### src/rtl/cpr_accum_ctrl.sv
// Multi-operand accumulator: each beat folds Lanes operands into a carry-save pair
// through a row of (Lanes+2,2) compressor columns; the last beat is resolved with one CPA.
`timescale 1ns/1ps
module cpr_accum_ctrl #(
   parameter int          Width    = 8,
   parameter int          Lanes    = 4,
   parameter int          MaxBeats = 4,
   parameter logic [1:0]  Speed    = 2'b10,
   localparam int         AccWidth = Width + $clog2(Lanes*MaxBeats),
   localparam int         CntWidth = $clog2(MaxBeats+1)
) (
   input  logic                   clk_i,
   input  logic                   rst_ni,
   input  logic                   in_valid_i,
   output logic                   in_ready_o,
   input  logic [Lanes*Width-1:0] in_data_i,
   input  logic [Lanes-1:0]       in_mask_i,
   input  logic                   in_last_i,
   output logic                   out_valid_o,
   input  logic                   out_ready_i,
   output logic [AccWidth-1:0]    out_sum_o,
   output logic [CntWidth-1:0]    out_count_o,
   output logic                   out_ovf_o
);

   localparam int M   = Lanes + 2;
   localparam int CiW = M - 3;
   localparam int NP  = 3*M - 5;

   typedef enum logic [1:0] {IDLE, ACCUM, RESOLVE, OUTPUT} state_e;

   state_e                 state_q, state_d;
   logic [AccWidth-1:0]    sum_q, carry_q, res_q;
   logic [AccWidth-1:0]    sum_in, carry_in, sum_d, carry_d;
   logic [CntWidth-1:0]    cnt_q;
   logic                   ovf_q;
   logic                   acc;
   logic [Lanes-1:0][AccWidth-1:0] op;
   logic [M-1:0]           x;
   logic [CiW-1:0]         ci;
   logic [CiW+1:0]         r;

   // One compressor column. Result packing: {C, S, CO[CiW-1:0]}.
   // Tree mode reduces a FIFO of bits so incoming CI bits enter the last FA levels.
   function automatic logic [CiW+1:0] col_fn(input logic [M-1:0] xi, input logic [CiW-1:0] cin);
      logic [NP-1:0]  p;
      logic [CiW+1:0] res;
      logic           s, a, b, c, cy;
      res = '0;
      p   = '0;
      if (Speed == 2'b00) begin
         s      = xi[0] ^ xi[1] ^ xi[2];
         res[0] = (xi[0] & xi[1]) | (xi[0] & xi[2]) | (xi[1] & xi[2]);
         for (int j = 1; j <= M-3; j++) begin
            a  = s;
            b  = xi[j+2];
            c  = cin[j-1];
            s  = a ^ b ^ c;
            cy = (a & b) | (a & c) | (b & c);
            if (j < M-3) res[j] = cy;
            else         res[CiW+1] = cy;
         end
         res[CiW] = s;
      end else begin
         p[M-1:0]     = xi;
         p[M+CiW-1:M] = cin;
         for (int k = 0; k <= M-3; k++) begin
            a  = p[3*k];
            b  = p[3*k+1];
            c  = p[3*k+2];
            p[2*M-3+k] = a ^ b ^ c;
            cy = (a & b) | (a & c) | (b & c);
            if (k < M-3) res[k] = cy;
            else         res[CiW+1] = cy;
         end
         res[CiW] = p[3*M-6];
      end
      return res;
   endfunction

   assign in_ready_o = rst_ni & ((state_q == IDLE) | (state_q == ACCUM));
   assign acc        = in_valid_i & in_ready_o;

   // A new transaction compresses against zero rather than the stale pair.
   always_comb begin
      sum_in   = (state_q == IDLE) ? '0 : sum_q;
      carry_in = (state_q == IDLE) ? '0 : carry_q;
      sum_d    = '0;
      carry_d  = '0;
      x        = '0;
      ci       = '0;
      r        = '0;
      for (int l = 0; l < Lanes; l++)
         op[l] = in_mask_i[l] ? AccWidth'(in_data_i[l*Width +: Width]) : '0;
      for (int bt = 0; bt < AccWidth; bt++) begin
         for (int l = 0; l < Lanes; l++) x[l] = op[l][bt];
         x[Lanes]   = sum_in[bt];
         x[Lanes+1] = carry_in[bt];
         r          = col_fn(x, ci);
         sum_d[bt]  = r[CiW];
         if (bt < AccWidth-1) carry_d[bt+1] = r[CiW+1];
         ci         = r[CiW-1:0];
      end
   end

   always_comb begin
      state_d = state_q;
      case (state_q)
         IDLE, ACCUM: if (acc) state_d = in_last_i ? RESOLVE : ACCUM;
         RESOLVE:     state_d = OUTPUT;
         OUTPUT:      if (out_ready_i) state_d = IDLE;
         default:     state_d = IDLE;
      endcase
   end

   always_ff @(posedge clk_i) begin
      if (!rst_ni) state_q <= IDLE;
      else         state_q <= state_d;
   end

   always_ff @(posedge clk_i) begin
      if (!rst_ni) begin
         sum_q   <= '0;
         carry_q <= '0;
         res_q   <= '0;
         cnt_q   <= '0;
         ovf_q   <= 1'b0;
      end else begin
         if (acc) begin
            sum_q   <= sum_d;
            carry_q <= carry_d;
            if (state_q == IDLE) begin
               cnt_q <= CntWidth'(1);
               ovf_q <= 1'b0;
            end else if (cnt_q == CntWidth'(MaxBeats)) begin
               ovf_q <= 1'b1;
            end else begin
               cnt_q <= cnt_q + 1'b1;
            end
         end
         if (state_q == RESOLVE) res_q <= sum_q + carry_q;
      end
   end

   assign out_valid_o = rst_ni & (state_q == OUTPUT);
   assign out_sum_o   = rst_ni ? res_q : '0;
   assign out_count_o = rst_ni ? cnt_q : '0;
   assign out_ovf_o   = rst_ni & ovf_q;

endmodule

### config.mk
export PLATFORM = sky130hd
export DESIGN_NAME = cpr_accum_ctrl
export DESIGN_NICKNAME = d
export VERILOG_FILES = /design/src/rtl/cpr_accum_ctrl.sv
export SDC_FILE = /design/constraint.sdc
export NUM_CORES = 1
export LEC_CHECK = 0
export CAP_MARGIN = 10
export CORE_MARGIN = 5
export CORE_UTILIZATION = 35
export CTS_CLUSTER_DIAMETER = 60
export DETAILED_ROUTE_END_ITERATION = 10
export SYNTH_ARGS = -nofsm -noshare
export SYNTH_HDL_FRONTEND = slang
export SYNTH_SLANG_ARGS = --single-unit
export TNS_END_PERCENT = 100
### constraint.sdc
create_clock -name clk_i -period 5.9 [get_ports clk_i]
set_input_delay 0.885 -clock clk_i [delete_from_list [all_inputs] [get_ports clk_i]]
set_output_delay 0.885 -clock clk_i [all_outputs]
set_load 0.005 [all_outputs]
Word-level counts from Yosys, hierarchy flattened:

Cells that the tools add are included.

* register bits: 41
* logic and storage cells: 341
* latch bits: 0
* output and inout port bits: 18
* memories: 0
* bits in writable memories: 0
* ROM bits: 0

* add/subtract/negate cells: 2
* multiply operators: 0
* $lt $le $gt $ge: 0
* reduce and logical (&&, ||, !) cells: 6
* shift operators: 0
* bitwise gates (word level): 304
* div/mod/pow operators: 0
* multiplexer cells: 16
* equality and inequality tests: 7

Operator list (number)
* 1-bit AND: 114
* 1-bit OR: 83
* 1-bit bitwise XOR: 80
* 12-bit two-way mux: 3
* 8-bit two-way mux: 4
* 12-bit adder: 1
* 1-bit AND, both inputs constant: 9
* 3-bit two-way mux: 3
* 1-bit AND, first input constant: 6
* 2-bit two-way mux: 3
* 2-bit inequality test, second input constant: 3
* 2-bit case mux with 3 select lines: 1
* 2-bit AND reduction: 3
* 2-bit == test, second input constant: 2
* 1-bit bitwise XOR, first input constant: 4
* 1-bit bitwise XOR, both inputs constant: 4
* 1-bit bitwise XOR, second input constant: 4
* 3-bit by 1-bit adder with 3-bit output, second input constant: 1
* 3-bit == test, second input constant: 1
* 2-bit by 1-bit == test with 1-bit output, second input constant: 1
* 2-bit zero test: 1
* 1-bit two-way mux: 2
* 2-bit nonzero test: 1
* 2-bit OR reduction: 1

Depth between registers and ports, before layout:

Gate-level depths: netlist of run 1.

* word-level depth: 35
* mapped depth: 23
* mapped depth without buffers: 20

Worst setup path after synthesis of run 1:

No wires, ideal clock.

* path kind: input to register
* from: in in_data_i[0]
* to: reg sum_q[11]
* cell stages on the path: 19
* required time: 5842 ps
* buffers on the path: 0
* path slack: 753 ps
* data arrival time: 5090 ps
* cell sequence: and2_1 -> fa_1 -> ha_1 -> inv_1 -> fa_1 -> fa_1 -> fa_1 -> fa_1 -> fa_1 -> fa_1 -> fa_1 -> inv_1 -> ha_1 -> ha_1 -> xnor2_1 -> nand3_1 -> mux2_2 -> a21oi_1 -> o21a_1

* longest elaborated chain between the ends: 34
* elaborated cells between the ends (all ways): 44

Ends and longest elaborated chain
* start, declared: line 16 `input logic [Lanes*Width-1:0] in_data_i,`
* 8-bit two-way mux (*): line 94 `op[l] = in_mask_i[l] ? AccWidth'(in_data_i[l*Width +: Width]) : '0;`
* 1-bit AND: line 72 `cy = (a & b) | (a & c) | (b & c);`
* 1-bit OR (*) (2 in a row): line 72
* 1-bit AND (*): line 72
* 1-bit AND: line 72
* 1-bit OR: line 72
* 1-bit OR (*): line 72
* 1-bit AND: line 72
* (+16 left out)
* 1-bit OR (*): line 72
* 1-bit AND: line 72
* 1-bit OR: line 72
* 1-bit OR (*): line 72
* 1-bit AND: line 72
* 1-bit OR: line 72
* 1-bit OR (*): line 72
* 1-bit bitwise XOR (*) (2 in a row): line 71 `p[2*M-3+k] = a ^ b ^ c;`
* end signal, assigned: line 130 `sum_q <= sum_d;`
* end, declared: line 33 `logic [AccWidth-1:0] sum_q, carry_q, res_q;`

Mark *: on every way between the ends. The rest lies on a longest branch, timed or not.
A chain may end at the register's enable or synchronous reset.

Worst setup path in the final report of run 1:

* from: in in_mask_i[0]
* to: reg sum_q[11]

* longest elaborated chain between the ends: 34
* elaborated cells between the ends (all ways): 79

Ends and longest elaborated chain
* start, declared: line 17 `input logic [Lanes-1:0] in_mask_i,`
* 8-bit two-way mux (*): line 94
* 1-bit AND: line 72
* 1-bit OR (2 in a row): line 72
* 1-bit AND (2 in a row): line 72
* 1-bit OR (2 in a row): line 72
* 1-bit AND: line 72
* 1-bit OR (2 in a row): line 72
* 1-bit AND: line 72
* (+13 left out)
* 1-bit OR (*): line 72
* 1-bit AND: line 72
* 1-bit OR: line 72
* 1-bit OR (*): line 72
* 1-bit AND: line 72
* 1-bit OR: line 72
* 1-bit OR (*): line 72
* 1-bit bitwise XOR (*) (2 in a row): line 71

Marks and branches as above.

==> results.ini, run 1 <==
[finish]
fin_nets = 535
multi_input_area_mm2 = 0.002258
diodes = 0
final_util_pct = 44.60
drive_gt1_share_pct = 5.430
fillers = 938
stdcell_area_mm2 = 0.004101
area_delta_synth_final_pct = 24.40
seqCellArea_um2 = 820.8

[clock_network]
cts.sinks = 41
post_cts_resized = 0
cts_buffers = 5
clk_pin_slew_ns = 0.08
clkLatencyLatePin_ns = 0.29
cts_tree = built
postCtsHoldBufs = 0
htree_levels = 2
clock_path_buffers = 2
root_buffer = clkbuf_8
postCtsSetupBuffers = 0

[timing]
hold_viol = 0
setup_ws_ns = 0.2418
worstMarginPinSlew_ns = 0.9961
relSlewSlack_pct = 33.38
rsz0062_at_grt = false
setup_viol = 0
setup-tns-final_ns = 0
period_share_pct = 95.90
fin_worst_skew_ns = 0.004436
max_freq_mhz = 176.7
slew_viol_final = 0
timing.final.crit_period_ns = 5.658

[pwr]
power.internal_w = 0.0005267
p_per_area_mw_per_mm2 = 181.7
p_seq_share_pct = 41.6
p_switching_w = 0.0002184
ir_drop_v = 0.0001162
swShare_pct = 29.31
combPwrFrac_pct = 25.9
p_leak_nw = 1.756
p_clk_share_pct = 32.5

[global_routing]
grt_max_degree = 37
grt_pass1_vias = 2714
grt_pass1_wl_mm = 12.45
grt_antenna_before_repair = 0
grt-ovfl-total = 0
grt_usage_pct = 13.37

[logic_synthesis]
synth-main-ff-cell = dfxtp_1
yosysSeqAreaShare_pct = 24.90
synth_top_area_share_pct = 24.90
postSynth.asyncResetShare_pct = 0
ys_ff_latch = 41
syn_inst = 387
netlist_area_mm2 = 0.003297
yosysWarningCount = 0
synth_top_area_cell = dfxtp_1
synth_area_leaders = dfxtp_1 (25%), fa_1 (18%), and2_1 (10%), nand2_1 (8.8%), ha_1 (8.7%)
ys_types = 46
synth_most_common_cell = nand2_1
synth_common_cells = nand2_1 (77), and2_1 (53), dfxtp_1 (41)
synth_nets = 481
avgSynthCellArea_um2 = 8.519
synth-edff-count = 0

[worst_setup_path]
cp.required_ns = 6.15
worstSetupEndpointType = register
critPathMaxFanout = 4
critPathTopFamily = adder cells
slowest_delay_ns = 0.55
cpMaxStageDelayCell = clkdlybuf4s50_1
cpMostUsedCell = fa_1
crit_buf_inv = 3
path_class = in -> reg
start_kind = primary input
arrival_ns = 5.91
reg2reg_slack_ns = 0.69
crit_chain = clkdlybuf4s50_1 -> and2_1 -> fa_1 -> ha_1 -> inv_1 -> fa_1 -> fa_1 -> fa_1 -> fa_1 -> fa_1 -> fa_1 -> fa_1 -> inv_1 -> ha_1 -> ha_1 -> xnor2_1 -> nand3_1 -> mux2_2 -> a21oi_1 -> o21a_1

[floorplanning]
dieHeight_um = 107.1
placementRows = 35
core-area_mm2 = 0.009196
die_x_um = 107.1
start_util_pct = 35.85
dieArea_mm2 = 0.01146
ios = 59

[routing]
drt_iter0_drc = 73
wl_per_cell_um = 13.15
antenna_left = 0
vias_per_cell = 4.814
drc = 0
routed_wl_mm = 7.273
drt_first_pass_iters = 4
vias = 2662

[placed_design]
dp.final_hpwl_mm = 5.646
placed_area_mm2 = 0.003968
portBuffers = 58
post-place-ws_ns = -0.1465
gp_congestion = 0.8032

[flow_run]
maxCapViolations = 0

[status]
status = finished clean

[worst_hold_path]
hp-class = reg -> reg

## stage by stage
step	hold WS [ns]	std cells	total power, W
4_1_cts	0.4866	552	0.0007546
3_5_place_dp	0.4660	544	0.0005115
5_1_grt	0.4983	553	0.0008013
6_report	0.4849	553	0.0007452
2_1_floorplan	0.4285	387	0.0004418
3_3_place_gp	0.4445	544	0.0005081
## cell usage in the layout (no fill, tap or decap), types with 5 or more instances in the layout
master | netlist | routed
nand2_1 | 77 | 77
clkdlybuf4s50_1 | 0 | 57
and2_1 | 53 | 53
dfxtp_1 | 41 | 41
inv_1 | 31 | 31
fa_1 | 30 | 30
a21boi_0 | 23 | 23
ha_1 | 23 | 23
o21ai_0 | 14 | 14
a21oi_1 | 10 | 10
nor2_1 | 9 | 9
nand3_1 | 7 | 7
buf_4 | 2 | 7
clkbuf_8 | 0 | 6
a31oi_1 | 5 | 5
## worst register-to-register path, delay by kind of cell (launching register included)
kind | cells | cell delay, ns
xor+xnor | 1 | 0.19
flops | 1 | 0.51
compound gates | 2 | 0.27
mux | 1 | 0.28
simple gates | 3 | 0.53
fa+ha+maj | 11 | 3.27
buf+inv | 2 | 0.11
## cells by family (layout without fill, tap and decap cells)
group / after synthesis / count (layout) / share of synthesized area [%]
flip-flops: 41 / 41 / 24.90
AND/OR/NAND/NOR: 165 / 165 / 24.74
adder cells (fa/ha/maj): 53 / 53 / 26.95
AO/OA/AOI/OAI: 71 / 71 / 14.88
XOR/XNOR: 6 / 6 / 1.594
buffers and inverters: 50 / 105 / 6.603
multiplexers: 1 / 1 / 0.3415
## registers in the layout (all words and copies together) (netlist names)
register,cells
res_q,12
sum_q,12
carry_q,11
cnt_q,3
state_q,2
ovf_q,1
## final timing paths
kind                            cells past startpoint                       to                    start
worst min-delay path                                2  carry_q[9]$_SDFFE_PN0P_  carry_q[9]$_SDFFE_PN0P_
worst max-delay path                               20   sum_q[11]$_SDFFE_PN0P_             in_mask_i[0]
worst min register to register                      2  carry_q[9]$_SDFFE_PN0P_  carry_q[9]$_SDFFE_PN0P_
worst max register to register                     20   sum_q[11]$_SDFFE_PN0P_  state_q[1]$_SDFFE_PN0P_
## layout make-up
cell class / instances / share of cell area, %
sequential: 41 / 20.01
clock buffer: 7 / 2.105
timing repair buffer: 66 / 15.86
inverter: 31 / 2.837
clock inverter: 1 / 0.7322
multi-input combinational: 296 / 55.06
tap: 111 / 3.386
## power groups by stage
stage | Sequential [W] | Combinational, W | Clock, W
global route | 0.000313 | 0.000227 | 0.000262
CTS | 0.000310 | 0.000197 | 0.000248
floorplan | 0.000310 | 0.000132 | 0
detailed placement | 0.000316 | 0.000195 | 0
finish | 0.000310 | 0.000193 | 0.000242
global placement | 0.000316 | 0.000192 | 0
## metal layers
| layer | vias up | wire length [um] | global-route usage, % |
|---|---|---|---|
| met3 | 2 | 234 | 2.769 |
| met5 | - | 0 | 0 |
| li1 | 1364 | - | - |
| met1 | 1260 | 3556 | 17.69 |
| met2 | 36 | 3440 | 22.65 |
| met4 | 0 | 41 | 2.466 |
(Power assumes the default switching activity.)
==> inputs of run 2 (changes only) <==
--- a/config.mk
+++ b/config.mk
@@ -5,7 +5,7 @@
 export SDC_FILE = /design/constraint.sdc
 export NUM_CORES = 1
 export LEC_CHECK = 0
-export CAP_MARGIN = 10
+export CAP_MARGIN = 20
 export CORE_MARGIN = 5
 export CORE_UTILIZATION = 35
 export CTS_CLUSTER_DIAMETER = 60
==> run 2 against run 1 <==
  * Final cell count is the same
  * Critical path depth is the same
  * Combinational power is essentially flat
  * Global-route usage shrank 0.067 points
  * Core utilization is the same
  * Power is essentially flat
  * Clock skew grew 0.0087 ns
==> results.ini, run 2 (same netlist as run 1, synthesis figures left out) <==
[worst_setup_path]
cp.required_ns = 6.10
arrival_ns = 5.83
r2r_end = sum_q[11]$_SDFFE_PN0P_
path_class = in -> reg
reg2reg_slack_ns = 0.73
worstSetupEndpointType = register
start_kind = primary input
critPathMaxFanout = 4
worstRegToRegCells = 20
timing.rr.start = state_q[1]$_SDFFE_PN0P_

[status]
status = finished clean

[finish]
fin_nets = 535
drive_gt1_share_pct = 5.430
diodes = 0
final_cell_mix = nand2_1 (77), clkdlybuf4s50_1 (57), and2_1 (53)
fillers = 943
mostFrequentLayoutCell = nand2_1
top_regs = res_q x12, sum_q x12, carry_q x11
area_delta_synth_final_pct = 24.40

[clock_network]
clock_path_buffers = 2
cts_buffers = 5
cts_tree = built
clkLatencyLatePin_ns = 0.30
htree_levels = 2
postCtsHoldBufs = 0
clk_pin_slew_ns = 0.08
postCtsSetupBuffers = 0
root_buffer = clkbuf_8
cts.sinks = 41
post_cts_resized = 0

[floorplanning]
placementRows = 35
ios = 59
start_util_pct = 35.85
dieHeight_um = 107.1
die_x_um = 107.1
dieArea_mm2 = 0.01146
core-area_mm2 = 0.009196

[global_routing]
grt_util_met1_pct = 17.08
grt_max_degree = 37
top_usage_layer = met2
grtUsageMet2_pct = 23.24
grt_antenna_before_repair = 0
grt-ovfl-total = 0
use_met3_pct = 2.649
grt_usage_pct = 13.30
grt_pass1_wl_mm = 12.36
grt_pass1_vias = 2724

[routing]
vias_per_cell = 4.828
drt_iter0_drc = 93
wl_per_cell_um = 13.05
routed_wl_mm = 7.218
drt_first_pass_iters = 4
antenna_left = 0
vias = 2670
drc = 0

[worst_hold_path]
min_from = ovf_q$_SDFFE_PN0P_
hp-class = reg -> reg
whs_path_depth = 2
worstHoldEndpoint = ovf_q$_SDFFE_PN0P_

[pwr]
p_seq_share_pct = 41.6
combPwrFrac_pct = 25.9
p_per_area_mw_per_mm2 = 181.7
swShare_pct = 29.34
p_leak_nw = 1.756
power.total_w = 0.0007453
power.internal_w = 0.0005266
p_clk_share_pct = 32.5
p_switching_w = 0.0002187
ir_drop_v = 0.00008554

[placed_design]
dp.final_hpwl_mm = 5.659
gp_congestion = 0.8032
portBuffers = 58

[flow_run]
maxCapViolations = 0

[timing]
timing.final.crit_period_ns = 5.628
fin_hold_ws_ns = 0.4800
slew_viol_final = 0
worstMarginPinSlew_ns = 0.9641
fin_worst_skew_ns = 0.01317
period_share_pct = 95.39
relSlewSlack_pct = 35.53
max_freq_mhz = 177.7
rsz0062_at_grt = false
hold_viol = 0
setup_viol = 0

==> run 2: cell counts in the layout (fill, tap and decap cells not counted) <==
No cell type changed its count.
==> run 2: per-layer routing <==
layer,vias up,part of all wire (%)
met4,0,0.85
li1,1360,-
met1,1259,48
met3,4,3.7
met2,47,48
met5,-,0
==> run 2: how the worst max path moves through the flow <==
stage	from	end	slack, ns	cells after the start
6_report	in_mask_i[0]	sum_q[11]$_SDFFE_PN0P_	0.27	20
5_1_grt	in_mask_i[0]	sum_q[11]$_SDFFE_PN0P_	0.03	20
4_1_cts	in_mask_i[3]	sum_q[11]$_SDFFE_PN0P_	0.20	20
3_5_place_dp	in_mask_i[3]	sum_q[11]$_SDFFE_PN0P_	-0.11	20
3_3_place_gp	in_mask_i[3]	sum_q[11]$_SDFFE_PN0P_	-0.06	20
2_1_floorplan	in_data_i[0]	sum_q[11]$_SDFFE_PN0P_	0.75	19
==> run 2: power groups by stage <==
stage | Clock, W | Combinational (W) | Sequential [W]
detailed placement | 0 | 0.000196 | 0.000316
finish | 0.000242 | 0.000193 | 0.000310
floorplan | 0 | 0.000132 | 0.000310
CTS | 0.000249 | 0.000198 | 0.000310
global route | 0.000263 | 0.000225 | 0.000313
global placement | 0 | 0.000192 | 0.000316
==> run 2: cell type report <==
class | count | area, um2 | share of cell area [%]
inverter | 31 | 116.4 | 2.837
tap | 111 | 138.9 | 3.386
sequential | 41 | 820.8 | 20.01
multi-input combinational | 296 | 2258 | 55.06
clock inverter | 1 | 30.03 | 0.7322
timing repair buffer | 66 | 650.6 | 15.86
clock buffer | 7 | 86.33 | 2.105
==> run 2: worst max-delay path, stage by stage <==
cell and delay, ns:
clkdlybuf4s50_1 0.55, and2_1 0.18, fa_1 0.19, ha_1 0.15, inv_1 0.05, fa_1 0.37, fa_1 0.39, fa_1 0.38
fa_1 0.38, fa_1 0.39, fa_1 0.40, fa_1 0.37, inv_1 0.06, ha_1 0.14, ha_1 0.15, xnor2_1 0.18
nor3_1 0.09, a311oi_1 0.28, a21oi_1 0.07, o21a_1 0.17
==> run 2: through the flow <==
step                instance area, um2  instances  util (%)  setup WS, ns  setup TNS (ns)
detailed placement                3983        545     43.31       -0.1074         -0.1074
finish                            4101        553     44.60        0.2721               0
global route                      4101        553     44.60       0.02831               0
floorplan                         3297        387         -        0.7525               0
global placement                  3968        544     43.14      -0.06116        -0.06116
CTS                               4099        553     44.57        0.2035               0
